<file path="src/rtl/vec_iter_ctrl_if.sv">
// Vector-iteration handshake bundle.
// Purpose : carries the input vector handshake, the result handshake and the
//           per-iteration direction bits between a producer/consumer and
//           vec_iter_ctrl.
// Signals : in_valid/in_ready/in_X/in_Y   input vector channel
//           out_valid/out_ready/out_X/out_Y/sign_seq   result channel
// Modports: master = producer/consumer side, slave = vec_iter_ctrl side.
interface vec_iter_ctrl_if #(
    parameter int unsigned DATA_LENGTH = 13,
    parameter int unsigned NUM_ITER    = 12
);
    logic                          in_valid;
    logic                          in_ready;
    logic signed [DATA_LENGTH-1:0] in_X;
    logic signed [DATA_LENGTH-1:0] in_Y;
    logic                          out_valid;
    logic                          out_ready;
    logic signed [DATA_LENGTH-1:0] out_X;
    logic signed [DATA_LENGTH-1:0] out_Y;
    logic        [NUM_ITER-1:0]    sign_seq;

    modport master (
        output in_valid, in_X, in_Y, out_ready,
        input  in_ready, out_valid, out_X, out_Y, sign_seq
    );

    modport slave (
        input  in_valid, in_X, in_Y, out_ready,
        output in_ready, out_valid, out_X, out_Y, sign_seq
    );
endinterface

</file>
<file path="src/rtl/vec_iter_ctrl.sv">
// CORDIC vectoring controller.
// Purpose : accepts one (X,Y) vector, rotates it onto the X axis with NUM_ITER
//           micro-rotations (two per clock), and presents the magnitude
//           estimate, residual Y and the direction bit of every micro-rotation.
// Ports   : clk, rst_n (async, active-low)
//           bus (vec_iter_ctrl_if.slave) input/result handshakes and data
// Config  : define VEC_GAIN_COMP_EN to add a one-cycle GAIN state that scales
//           out_X by ~0.607 to cancel the CORDIC gain.
module vec_iter_ctrl #(
    parameter int unsigned DATA_LENGTH = 13,
    parameter int unsigned NUM_ITER    = 12,
    parameter int unsigned CNT_W       = 4
) (
    input  logic           clk,
    input  logic           rst_n,
    vec_iter_ctrl_if.slave bus
);
    localparam int unsigned   DL       = DATA_LENGTH;
    localparam logic [CNT_W-1:0] LAST_CNT = CNT_W'(NUM_ITER - 2);

    typedef enum logic [1:0] {
        ST_IDLE = 2'd0,
        ST_ITER = 2'd1,
        ST_GAIN = 2'd2,
        ST_DONE = 2'd3
    } state_e;

    state_e                 state_q, state_d;
    logic [CNT_W-1:0]       cnt_q, cnt_d;
    logic signed [DL-1:0]   x_q, x_d, y_q, y_d;
    logic [NUM_ITER-1:0]    sgn_q, sgn_d;
    logic signed [DL-1:0]   out_x_q, out_y_q;
    logic [NUM_ITER-1:0]    out_sgn_q;
    logic                   in_ready_q, out_valid_q;
    logic                   load_out;

    // Two chained micro-rotations per cycle, shifts cnt_q and cnt_q+1.
    logic [CNT_W-1:0]       sh1;
    logic                   d0, d1;
    logic signed [DL-1:0]   x1, y1, x2, y2;
    logic [NUM_ITER-1:0]    sgn_iter;

    always_comb begin
        sh1 = cnt_q + CNT_W'(1);
        d0  = x_q[DL-1] ^ y_q[DL-1];
        x1  = d0 ? (x_q - (y_q >>> cnt_q)) : (x_q + (y_q >>> cnt_q));
        y1  = d0 ? (y_q + (x_q >>> cnt_q)) : (y_q - (x_q >>> cnt_q));
        d1  = x1[DL-1] ^ y1[DL-1];
        x2  = d1 ? (x1 - (y1 >>> sh1)) : (x1 + (y1 >>> sh1));
        y2  = d1 ? (y1 + (x1 >>> sh1)) : (y1 - (x1 >>> sh1));
        sgn_iter = sgn_q;
        for (int k = 0; k < int'(NUM_ITER); k++) begin
            if (CNT_W'(k) == cnt_q) sgn_iter[k] = d0;
            if (CNT_W'(k) == sh1)   sgn_iter[k] = d1;
        end
    end

`ifdef VEC_GAIN_COMP_EN
    // K ~= 1/2 + 1/8 - 1/64 - 1/512 ~= 0.607
    logic signed [DL-1:0] gain_x;
    always_comb begin
        gain_x = (x_q >>> 1) + (x_q >>> 3) - (x_q >>> 6) - (x_q >>> 9);
    end
`endif

    // Next-state and datapath control.
    always_comb begin
        state_d  = state_q;
        cnt_d    = cnt_q;
        x_d      = x_q;
        y_d      = y_q;
        sgn_d    = sgn_q;
        load_out = 1'b0;
        unique case (state_q)
            ST_IDLE: begin
                if (bus.in_valid) begin
                    x_d     = bus.in_X;
                    y_d     = bus.in_Y;
                    sgn_d   = '0;
                    cnt_d   = '0;
                    state_d = ST_ITER;
                end
            end
            ST_ITER: begin
                x_d   = x2;
                y_d   = y2;
                sgn_d = sgn_iter;
                cnt_d = cnt_q + CNT_W'(2);
                if (cnt_q == LAST_CNT) begin
`ifdef VEC_GAIN_COMP_EN
                    state_d  = ST_GAIN;
`else
                    state_d  = ST_DONE;
                    load_out = 1'b1;
`endif
                end
            end
`ifdef VEC_GAIN_COMP_EN
            ST_GAIN: begin
                x_d      = gain_x;
                state_d  = ST_DONE;
                load_out = 1'b1;
            end
`endif
            ST_DONE: begin
                if (bus.out_ready) state_d = ST_IDLE;
            end
            default: state_d = ST_IDLE;
        endcase
    end

    // Working state and FSM register.
    always_ff @(posedge clk or negedge rst_n) begin
        if (!rst_n) begin
            state_q <= ST_IDLE;
            cnt_q   <= '0;
            x_q     <= '0;
            y_q     <= '0;
            sgn_q   <= '0;
        end else begin
            state_q <= state_d;
            cnt_q   <= cnt_d;
            x_q     <= x_d;
            y_q     <= y_d;
            sgn_q   <= sgn_d;
        end
    end

    // Result registers only change on entry to DONE so the consumer never
    // sees intermediate iterations.
    always_ff @(posedge clk or negedge rst_n) begin
        if (!rst_n) begin
            out_x_q     <= '0;
            out_y_q     <= '0;
            out_sgn_q   <= '0;
            in_ready_q  <= 1'b1;
            out_valid_q <= 1'b0;
        end else begin
            if (load_out) begin
                out_x_q   <= x_d;
                out_y_q   <= y_d;
                out_sgn_q <= sgn_d;
            end
            in_ready_q  <= (state_d == ST_IDLE);
            out_valid_q <= (state_d == ST_DONE);
        end
    end

    assign bus.in_ready  = in_ready_q;
    assign bus.out_valid = out_valid_q;
    assign bus.out_X     = out_x_q;
    assign bus.out_Y     = out_y_q;
    assign bus.sign_seq  = out_sgn_q;
endmodule

</file>
<file path="src/flat_wrapper.sv">
// flat-port wrapper written by rule: the top's interface ports become plain ports
module vec_iter_ctrl_flat 
#(
    parameter int unsigned DATA_LENGTH = 13,
    parameter int unsigned NUM_ITER    = 12,
    parameter int unsigned CNT_W       = 4
)
  (clk, rst_n, bus_in_valid, bus_in_X, bus_in_Y, bus_out_ready, bus_in_ready, bus_out_valid, bus_out_X, bus_out_Y, bus_sign_seq);
  vec_iter_ctrl_if #(.DATA_LENGTH(DATA_LENGTH), .NUM_ITER(NUM_ITER)) bus_i ();
  input  logic clk;
  input  logic rst_n;
  input wire logic [$bits(bus_i.in_valid)-1:0] bus_in_valid;
  input wire logic [$bits(bus_i.in_X)-1:0] bus_in_X;
  input wire logic [$bits(bus_i.in_Y)-1:0] bus_in_Y;
  input wire logic [$bits(bus_i.out_ready)-1:0] bus_out_ready;
  output wire logic [$bits(bus_i.in_ready)-1:0] bus_in_ready;
  output wire logic [$bits(bus_i.out_valid)-1:0] bus_out_valid;
  output wire logic [$bits(bus_i.out_X)-1:0] bus_out_X;
  output wire logic [$bits(bus_i.out_Y)-1:0] bus_out_Y;
  output wire logic [$bits(bus_i.sign_seq)-1:0] bus_sign_seq;
  assign bus_i.in_valid = bus_in_valid;
  assign bus_i.in_X = bus_in_X;
  assign bus_i.in_Y = bus_in_Y;
  assign bus_i.out_ready = bus_out_ready;
  assign bus_in_ready = bus_i.in_ready;
  assign bus_out_valid = bus_i.out_valid;
  assign bus_out_X = bus_i.out_X;
  assign bus_out_Y = bus_i.out_Y;
  assign bus_sign_seq = bus_i.sign_seq;
  vec_iter_ctrl #(.DATA_LENGTH(DATA_LENGTH), .NUM_ITER(NUM_ITER), .CNT_W(CNT_W)) u_core (.clk(clk), .rst_n(rst_n), .bus(bus_i));
endmodule
</file>
<file path="config.mk">
export PLATFORM = sky130hd
export DESIGN_NAME = vec_iter_ctrl_flat
export DESIGN_NICKNAME = d
export VERILOG_FILES = /design/src/rtl/vec_iter_ctrl_if.sv /design/src/rtl/vec_iter_ctrl.sv /design/src/flat_wrapper.sv
export SDC_FILE = /design/constraint.sdc
export NUM_CORES = 1
export LEC_CHECK = 0
export ABC_AREA = 1
export BUFFER_PORTS_ARGS = -buffer_cell sky130_fd_sc_hd__buf_2
export CORE_UTILIZATION = 58
export CTS_BUF_LIST = sky130_fd_sc_hd__clkbuf_4
export DETAILED_ROUTE_END_ITERATION = 8
export PLACE_DENSITY = 0.88
export RECOVER_POWER = 50
export SYNTH_ARGS = -nofsm -noshare
export SYNTH_HDL_FRONTEND = slang
export SYNTH_SLANG_ARGS = --single-unit
</file>
<file path="constraint.sdc">
create_clock -name clk -period 8.9 [get_ports clk]
set_input_delay 0.89 -clock clk [delete_from_list [all_inputs] [get_ports clk]]
set_output_delay 0.89 -clock clk [all_outputs]
set_load 0.05 [all_outputs]
</file>
Word level (Yosys, flattened, before mapping). Cells that the tools add are included.

Bitwise gates (word level): 2. Reductions and logical operators: 6. Shift operators: 4. Mux-type cells: 42. Add/sub/neg operators: 10. Equal/unequal tests: 27.

Operators by type and width (count): $mux W13 (6); $add A13 B13 Y13 (4); $pmux W13 S2 (2); $sshr A13 B4 Y13 (4); $sub A13 B13 Y13 (4); $eq A3 B4 Y1 const A (8); $eq A4 B4 Y1 const A (8); $mux W1 (26); $pmux W12 S2 (1); $eq A2 B4 Y1 const A (4); $mux W12 (1); $eq A1 B4 Y1 const A (2); $logic_not A4 Y1 (2); $pmux W4 S2 (1); $mux W2 (3); $pmux W2 S3 (1); $add A4 B1 Y4 const B (1); $add A4 B2 Y4 const B (1); $eq A2 B2 Y1 const B (2); $eq A4 B4 Y1 const B (1); $logic_not A2 Y1 (2); $mux W4 (1); $eq A2 B1 Y1 const B (1); $ne A2 B2 Y1 const B (1); other kinds (3) (4).

Output and inout port bits: 40. Input port bits: 30. Word-level logic and storage cells: 101. Register bits after elaboration: 84.

Longest topological paths before layout. Gate-level depths: netlist (run 1).

Word-level depth: 7. Mapped depth: 54. Gate-level depth less buffers: 53.

Least setup slack after synthesis (run 1). Ideal clock, no wire load.

Kind: flip-flop to flip-flop. Start: reg u_core.cnt_q[1]. End: reg u_core.out_y_q[11] (netlist: u_core.bus.out_Y[11]). Setup slack: 2.716 ns. Path buffers: 2. Arrival time: 6.066 ns. Clock period less this slack: 6.184 ns. Library setup time: 0.118 ns. Stages on the path, launching flop included: 46. Required time: 8.782 ns. Path through: dfrtp_1 buf_6 buf_12 o21ai_2 o21ai_1 a2111o_1 inv_1 ha_1 nand3_1 nor2_2 inv_1 o21ai_0 nand2_1 xor2_1 ha_1 inv_1 nor3_1 nand3_1 (+10 left out) inv_1 o21ai_1 xnor2_1 inv_1 ha_1 a21oi_1 o21ai_0 a21oi_1 or2_2 nand2_1 a21oi_1 o21bai_1 a21oi_1 a21oi_1 o21ai_0 o211ai_1 nand2_1 nand2_1.

Longest elaborated chain between the ends: 7. Elaborated cells between the ends (all ways): 18. Those cells by class: add/sub: 7; eq/ne: 1; shift: 3; mux: 6; bitwise: 1.

RTL lines: from (decl) (line vec_iter_ctrl.sv:29) `logic [CNT_W-1:0] cnt_q, cnt_d;`; from (signal assigned) (line vec_iter_ctrl.sv:122) `cnt_q <= cnt_d;`; $sshr A13 B4 Y13 (line vec_iter_ctrl.sv:46) `x1 = d0 ? (x_q - (y_q >>> cnt_q)) : (x_q + (y_q >>> cnt_q));`; $add A13 B13 Y13 or $sub A13 B13 Y13 (tied branches) (line vec_iter_ctrl.sv:46); $mux W13 (line vec_iter_ctrl.sv:46); $sshr A13 B4 Y13 (line vec_iter_ctrl.sv:50) `y2 = d1 ? (y1 + (x1 >>> sh1)) : (y1 - (x1 >>> sh1));`; $sub A13 B13 Y13 or $add A13 B13 Y13 (tied branches) (line vec_iter_ctrl.sv:50); $mux W13 (*) (line vec_iter_ctrl.sv:50); $pmux W13 S2 (*) (line vec_iter_ctrl.sv:74) `unique case (state_q)`; named net u_core.y_d[11] (line vec_iter_ctrl.sv:30) `logic signed [DL-1:0] x_q, x_d, y_q, y_d;`; to (signal assigned) (line vec_iter_ctrl.sv:141) `out_y_q <= y_d;`; to (decl) (line vec_iter_ctrl.sv:32) `logic signed [DL-1:0] out_x_q, out_y_q;`.

The timed path passes the listed nets; every way through them passes the cells marked *. A chain may end at the register's enable or synchronous reset.

Worst setup path after layout (run 1).
Start: reg u_core.cnt_q[2]. End: reg u_core.out_y_q[11] (netlist: u_core.bus.out_Y[11]).

The elaborated chain is that of the path after synthesis.

==> metrics.csv, run 1 <==
metric,value,unit
status,"complete, but fails checks",
violations,"capacitance limit, slew limit",
worstHoldStart,u_core.bus.out_X[2]$_DFFE_PN0P_,
cap_violations,1,
final_antenna_net_count,0,
rows,43,
path_class,reg -> reg,
io_pins,70,
min_period,7550,ps
gp_congestion,0.994,
syn2layout_area_growth,6.87,%
grt_pass1_wl,42300,um
htree_levels,3,
crit_slowest_cell,dfrtp_1,
r2r-end,u_core.bus.out_Y[11]$_DFFE_PN0P_,
critPathBufInv,9,
cp.arrival,7920,ps
die_area,15000,um2
track_usage,0.371,
synth_area,8410,um2
ys_types,52,
fin_skew,23.9,ps
drt_iter0_markers,921,
cts.sinks,82,
clock_latency,460,ps
hold_class,reg -> reg,
tightest_slew,2980,ps
finalSetupViolations,0,
cp_data_required_time,9260,ps
cts_hold_buf,0,
first_pass_iters,6,
synth_enable_flop_cells,0,
netlist_instances,1315,
final_nets,1456,
synth_seq_cells,82,
yosysSeqAreaShare,0.244,
cts-root-buf,clkbuf_4,
min_path_cells,2,
cts_tree,built,
slew_headroom,-0.989,
slowest_delay,580,ps
overflow,0,
tns,0,ps
r2r_slack,1350,ps
fmax,0.132,GHz
async_reset_ff_frac,1.00,
reg2reg_depth,46,
synth_most_common_cell,nand2_1,
synth_top_area_frac,0.241,
cpLargestDelayFamily,simple AND/OR/NAND/NOR gates,
worstReg2RegStart,u_core.cnt_q[2]$_DFFE_PN0P_,
synth_top_area_cell,dfrtp_1,
initial_core_util,0.599,
vias_per_cell,5.78,
slew_violations,58,
hold-path-endpoint,u_core.bus.out_X[2]$_DFFE_PN0P_,
antenna_found_initial,1,
fin_cells,1552,
synthTopCellsByArea,"dfrtp_1 (24%), nand2_1 (20%), ha_1 (8.3%), inv_1 (7.5%), nand3_1 (5.8%)",
die_x,122,um
drive_above_1_share,0.107,
fillers,1342,
wire_per_inst,17.1,um
critPathMostFrequentCell,inv_1,
grt_max_degree,58,
die_y,122,um
whs,491,ps
core,14000,um2
port_buffers,69,
synth_flop_cell,dfrtp_1,
grt_setup_unrepaired,no,
cts_resized,0,
grt_pass1_vias,8410,
synthTopCellsByCount,"nand2_1 (449), inv_1 (168), nand3_1 (98)",
drt_wl_total,26500,um
dp.cells,1535,
cts_buffer_depth,2,
syn_nets,1405,
cts_setup_buffers,0,
end_kind,flop,
fin_crit_sh,0.849,
yosys_warnings,0,
dp_hpwl,21100,um
syn_area_per_cell,6.40,um2
worstSetupStartpointType,flop,
cts_made_buffers,9,
vias,8974,
cp_max_fo,20,
clk_pin_slew,140,ps
finalHoldViolations,0,
drc,0,
-- metrics by stage --
step | setup WS, ps | cell area (um2) | utilization
after floorplan | 2720 | 8410 | -
after global placement | 1740 | 8860 | 0.631
after detailed placement | 1560 | 8860 | 0.631
after CTS | 1520 | 9020 | 0.643
after global routing | 538 | 8990 | 0.640
final | 1350 | 8990 | 0.640
-- worst reg2reg max path, delay by kind of cell (launching register included) --
kind                       cells  cell delay [ps]
and+or+nand+nor               19             2310
adders and majority gates      4             1040
xor gates and xnor gates       2              290
buffers and inverters          9             1170
AOI/OAI and AO/OA             12             2050
DFF                            1              580
-- cells by family after synthesis --
family / synth area share
flip-flops: 0.244
AND/OR/NAND/NOR: 0.377
XOR/XNOR: 0.0500
adder cells (fa/ha/maj): 0.0928
AO/OA/AOI/OAI: 0.136
buffers and inverters: 0.101
-- cells in the final DEF, fill, tap and decap left out, types with 12 or more instances in the layout --
cell type  instances
nand2_2           15
a21oi_1           49
xor2_1            26
nor2_1            90
ha_1              56
nand4_1           13
or2_2             12
inv_1            168
xnor2_1           22
clkbuf_4          12
nand2_1          449
nand3_1           98
nor2_2            15
dfrtp_1           81
clkbuf_1          22
buf_2             48
o211ai_1          18
o21ai_1           14
o21ai_0           54
-- layout make-up --
cell class	count	area (um2)	share of cell area
Timing Repair Buffer	77	375	0.0417
Tap cell	180	225	0.0250
Antenna cell	1	2.50	0.000278
Clock buffer	12	90.1	0.0100
Multi-Input combinational cell	1022	5520	0.613
Inverter	174	653	0.0726
Clock inverter	4	76.3	0.00849
Sequential cell	82	2050	0.228
-- sequential cells by signal, summed over array words and instances, names as in the netlist --
signal,flops
u_core.y_q,13
u_core.bus.sign_seq,12
u_core.bus.out_valid,1
u_core.cnt_q,3
u_core.bus.out_X,13
u_core.sgn_q,11
u_core.bus.in_ready,1
u_core.state_q,2
u_core.x_q,13
u_core.bus.out_Y,13
-- routing by layer --
metal / global-route usage / share of wire / up-vias
met5: 0 / 0 / -
met4: 0.139 / 0.031 / 0
met3: 0.0748 / 0.097 / 65
met2: 0.559 / 0.43 / 417
met1: 0.522 / 0.44 / 4152
li1: - / - / 4340
-- how the worst max path moves through the flow --
stage	start	to	slack, ps	depth (start not counted)
floorplan	u_core.cnt_q[1]$_DFFE_PN0P_	u_core.bus.out_Y[11]$_DFFE_PN0P_	2720	45
global placement	u_core.cnt_q[1]$_DFFE_PN0P_	u_core.bus.out_Y[11]$_DFFE_PN0P_	1740	45
detailed placement	u_core.cnt_q[1]$_DFFE_PN0P_	u_core.bus.out_Y[11]$_DFFE_PN0P_	1560	45
CTS	u_core.cnt_q[2]$_DFFE_PN0P_	u_core.bus.out_Y[11]$_DFFE_PN0P_	1520	45
global route	u_core.cnt_q[2]$_DFFE_PN0P_	u_core.bus.out_Y[11]$_DFFE_PN0P_	540	44
finish	u_core.cnt_q[2]$_DFFE_PN0P_	u_core.bus.out_Y[11]$_DFFE_PN0P_	1350	46
Power of run 1 is not shown: default switching activity piles up to over one toggle a cycle in this logic, so the estimate is an artifact.
==> inputs of run 2 (changes only) <==
ABC_AREA = 0   (was 1)
PLACE_DENSITY = 0.9   (was 0.88)
clock period = 6.65 ns   (was 8.9 ns; I/O delays follow)
==> metrics.csv, run 2 <==
metric,value,unit
cts.sinks,81,
cts_made_buffers,9,
synth_top_area_cell,dfrtp_1,
die_y,128,um
synth_top_area_frac,0.219,
synth_flop_cell,dfrtp_1,
synth_mux_area_frac,0.0654,
async_reset_ff_frac,1.00,
overflow,117,
grt_pass1_vias,15419,
netlist_instances,1185,
gp_congestion,1.16,
synthXorXnorAreaFrac,0.0535,
initial_core_util,0.598,
syn_nets,1275,
status,stopped before the end,
grt_max_degree,82,
synthTopCellsByArea,"dfrtp_1 (22%), ha_1 (7.7%), nand2_1 (6.6%), a21oi_1 (5.0%), o21ai_0 (4.6%)",
track_usage,0.807,
haltStage,global routing (5_1_grt),
syn_area_per_cell,7.72,um2
cts-root-buf,clkbuf_4,
synth_enable_flop_cells,0,
synthAdderAreaFrac,0.0853,
synthSimpleGateAreaFrac,0.219,
synth_compound_area_frac,0.298,
yosys_warnings,0,
synth_area,9150,um2
dp_hpwl,29900,um
synth_most_common_cell,nand2_1,
rows,45,
io_pins,70,
yosysSeqAreaShare,0.222,
cts_buffer_depth,2,
cts_hold_buf,0,
synth_top_family_by_area,compound AO/OA/AOI/OAI gates,
error_line,[ERROR GRT-0116] Global routing finished with congestion. Check the congestion regions in the DRC Viewer.,
synth_seq_cells,81,
htree_levels,3,
ys_types,97,
grt_pass1_wl,97600,um
die_x,128,um
synthTopCellsByCount,"nand2_1 (161), nor2_1 (98), a21oi_1 (91)",
port_buffers,69,
## run 2: cell count changes after synthesis, sizes merged, moves of 31 or more
cell | before | now
nand2 | 465 | 161
a22oi | 0 | 31
nand3 | 106 | 28
clkbuf | 21 | 58
inv | 174 | 41
a21oi | 52 | 91
## run 2: through the flow
step	area (um2)	setup TNS, ps	setup WS [ps]	cells	hold WS, ps
CTS	12600	-2200	-294	1699	403
detailed placement	11600	-7510	-636	1643	457
floorplan	9460	-1170	-286	1185	369
global placement	11600	-757	-149	1643	453
## run 2: cell families after synthesis
| kind of cell | count (synthesis) |
|---|---|
| compound gates | 400 |
| xor+xnor | 55 |
| fa+ha+maj | 60 |
| buf+inv | 122 |
| flops | 81 |
| mux | 51 |
| simple gates | 416 |
## run 2: timing repair
action | in CTS
pin swaps | 69
buffers inserted | 40
resized for setup | 140
setup endpoints to repair | 32
## run 2: routing by layer
metal	overflow	track usage
met5	3	0.412
met4	42	0.833
met3	2	0.662
met2	67	0.948
met1	3	0.808
==> inputs of run 3 (changes only) <==
CORE_UTILIZATION = 40   (was 58)
CTS_BUF_LIST = unset   (was sky130_fd_sc_hd__clkbuf_4)
PLACE_DENSITY = unset   (was 0.9)
PLACE_DENSITY_LB_ADDON = 0.15   (was unset)
clock period = 8.6 ns   (was 6.65 ns; I/O delays follow)
==> metrics.csv, run 3 <==
metric,value,unit
status,"complete, but fails checks",
violations,"capacitance limit, slew limit",
mostFrequentLayoutCell,nand2_1,
slew_violations,108,
slowest_delay,560,ps
htree_levels,3,
cts_buffer_depth,2,
synthTopCellsByCount,"nand2_1 (161), nor2_1 (98), a21oi_1 (91)",
core,22100,um2
synthSimpleGateAreaFrac,0.219,
tns,0,ps
synth_seq_cells,81,
async_reset_ff_frac,1.00,
dp_hpwl,26600,um
syn_area_per_cell,7.72,um2
overflow,0,
clock_latency,340,ps
cts_tree,built,
fin_crit_sh,0.943,
grt_pass1_vias,9065,
cp_max_fo,27,
layout_common_cells,"nand2_1 (161), nor2_1 (97), a21oi_1 (91)",
clk_pin_slew,60,ps
synth_area,9150,um2
finalSetupViolations,0,
synth_enable_flop_cells,0,
initial_core_util,0.414,
grt_util_met3,0.0576,
path_class,reg -> reg,
wire_per_inst,22.1,um
drive_above_1_share,0.156,
vias_per_cell,6.22,
synth_top_area_frac,0.219,
drt_wl_total,34100,um
worstSetupStartpointType,flop,
fin_skew,6.62,ps
die_y,153,um
synth_compound_area_frac,0.298,
netlist_instances,1185,
die_area,23500,um2
drc,0,
cap_violations,2,
cts_made_buffers,9,
synth_mux_area_frac,0.0654,
grt_max_degree,82,
use_met1,0.399,
cts_hold_buf,0,
cp.arrival,8300,ps
finalHoldViolations,0,
gp_congestion,0.970,
die_x,153,um
track_usage,0.291,
yosysSeqAreaShare,0.222,
final_nets,1345,
grt_pass1_wl,53100,um
grt-busiest-layer,met2,
cp_data_required_time,8790,ps
min_period,8110,ps
port_buffers,69,
vias,9577,
cts-root-buf,clkbuf_16,
final_antenna_net_count,0,
synthTopCellsByArea,"dfrtp_1 (22%), ha_1 (7.7%), nand2_1 (6.6%), a21oi_1 (5.0%), o21ai_0 (4.6%)",
slew_headroom,-1.85,
use_met2,0.450,
synth_most_common_cell,nand2_1,
syn2layout_area_growth,12.6,%
io_pins,70,
synth_top_area_cell,dfrtp_1,
critPathMostFrequentCell,o21ai_0,
ys_types,97,
end_kind,flop,
antenna_found_initial,0,
hold_class,reg -> reg,
syn_nets,1275,
synthXorXnorAreaFrac,0.0535,
tightest_slew,4280,ps
synthAdderAreaFrac,0.0853,
drt_iter0_markers,869,
rows,54,
fmax,0.123,GHz
synth_flop_cell,dfrtp_1,
insertedDiodeCount,0,
crit_slowest_cell,dfrtp_4,
first_pass_iters,5,
yosys_warnings,0,
cts.sinks,81,
synth_top_family_by_area,compound AO/OA/AOI/OAI gates,
[run 3: cell counts after synthesis]
Identical to the previous run, type by type.
[run 3: per-stage QoR]
stage                     cells  area (um2)  hold slack, ps   util  setup slack (ps)
after floorplan            1185        9150             460      -               776
after global placement     1519        9980             453  0.452               574
after detailed placement   1519        9980             457  0.452               343
after CTS                  1535       10300             477  0.465               274
after global routing       1540       10300             494  0.466             -7.06
final                      1540       10300             475  0.466               488
[run 3: final timing paths]
path / cells after the start / to / from / slack, ps
worst min-delay path: 2 / u_core.bus.sign_seq[9]$_DFFE_PN0P_ / u_core.bus.sign_seq[9]$_DFFE_PN0P_ / 480
min in group asynchronous: 1 / u_core.sgn_q[6]$_DFF_PN0_ / rst_n / 2020
worst min register to register: 2 / u_core.bus.sign_seq[9]$_DFFE_PN0P_ / u_core.bus.sign_seq[9]$_DFFE_PN0P_ / 480
worst max-delay path: 35 / u_core.bus.out_X[12]$_DFFE_PN0P_ / u_core.cnt_q[1]$_DFFE_PN0P_ / 490
worst max register to register: 35 / u_core.bus.out_X[12]$_DFFE_PN0P_ / u_core.cnt_q[1]$_DFFE_PN0P_ / 490
max in group asynchronous: 1 / u_core.cnt_q[1]$_DFFE_PN0P_ / rst_n / 3560
[run 3: per-layer routing]
layer,routed length (um),part of all wire
met1,15000,0.44
met2,15000,0.44
met3,2960,0.087
met4,1150,0.034
met5,0,0
[run 3: cells by family (layout without fill, tap and decap cells)]
group / Yosys count / after routing
flops: 81 / 81
mux: 51 / 51
xor+xnor: 55 / 55
fa+ha+maj: 60 / 60
simple gates: 416 / 416
compound gates: 400 / 400
buf+inv: 122 / 197
[run 3: final cells by class]
class / instances / area (um2)
clock buffers: 10 / 239
clock inverters: 6 / 50.0
fillers: 2254 / 11800
inverters: 43 / 161
multi-input cells: 982 / 6620
flip-flops and latches: 81 / 2030
well taps: 280 / 350
repair buffers: 138 / 856
[run 3: worst max-delay path, delay by kind of cell, from the launching register on]
family | cells | cell delay (ps)
AOI/OAI and AO/OA | 14 | 2610
DFF | 1 | 560
xor gates and xnor gates | 1 | 220
adders and majority gates | 2 | 780
buffers and inverters | 4 | 570
and+or+nand+nor | 12 | 2650
muxes | 2 | 580
[run 3: repair_timing]
item	in CTS	in global routing
setup buffers	0	5
endpoints found under the setup margin	0	7
resized for setup	0	9
Power of run 3 is left out for the same reason.
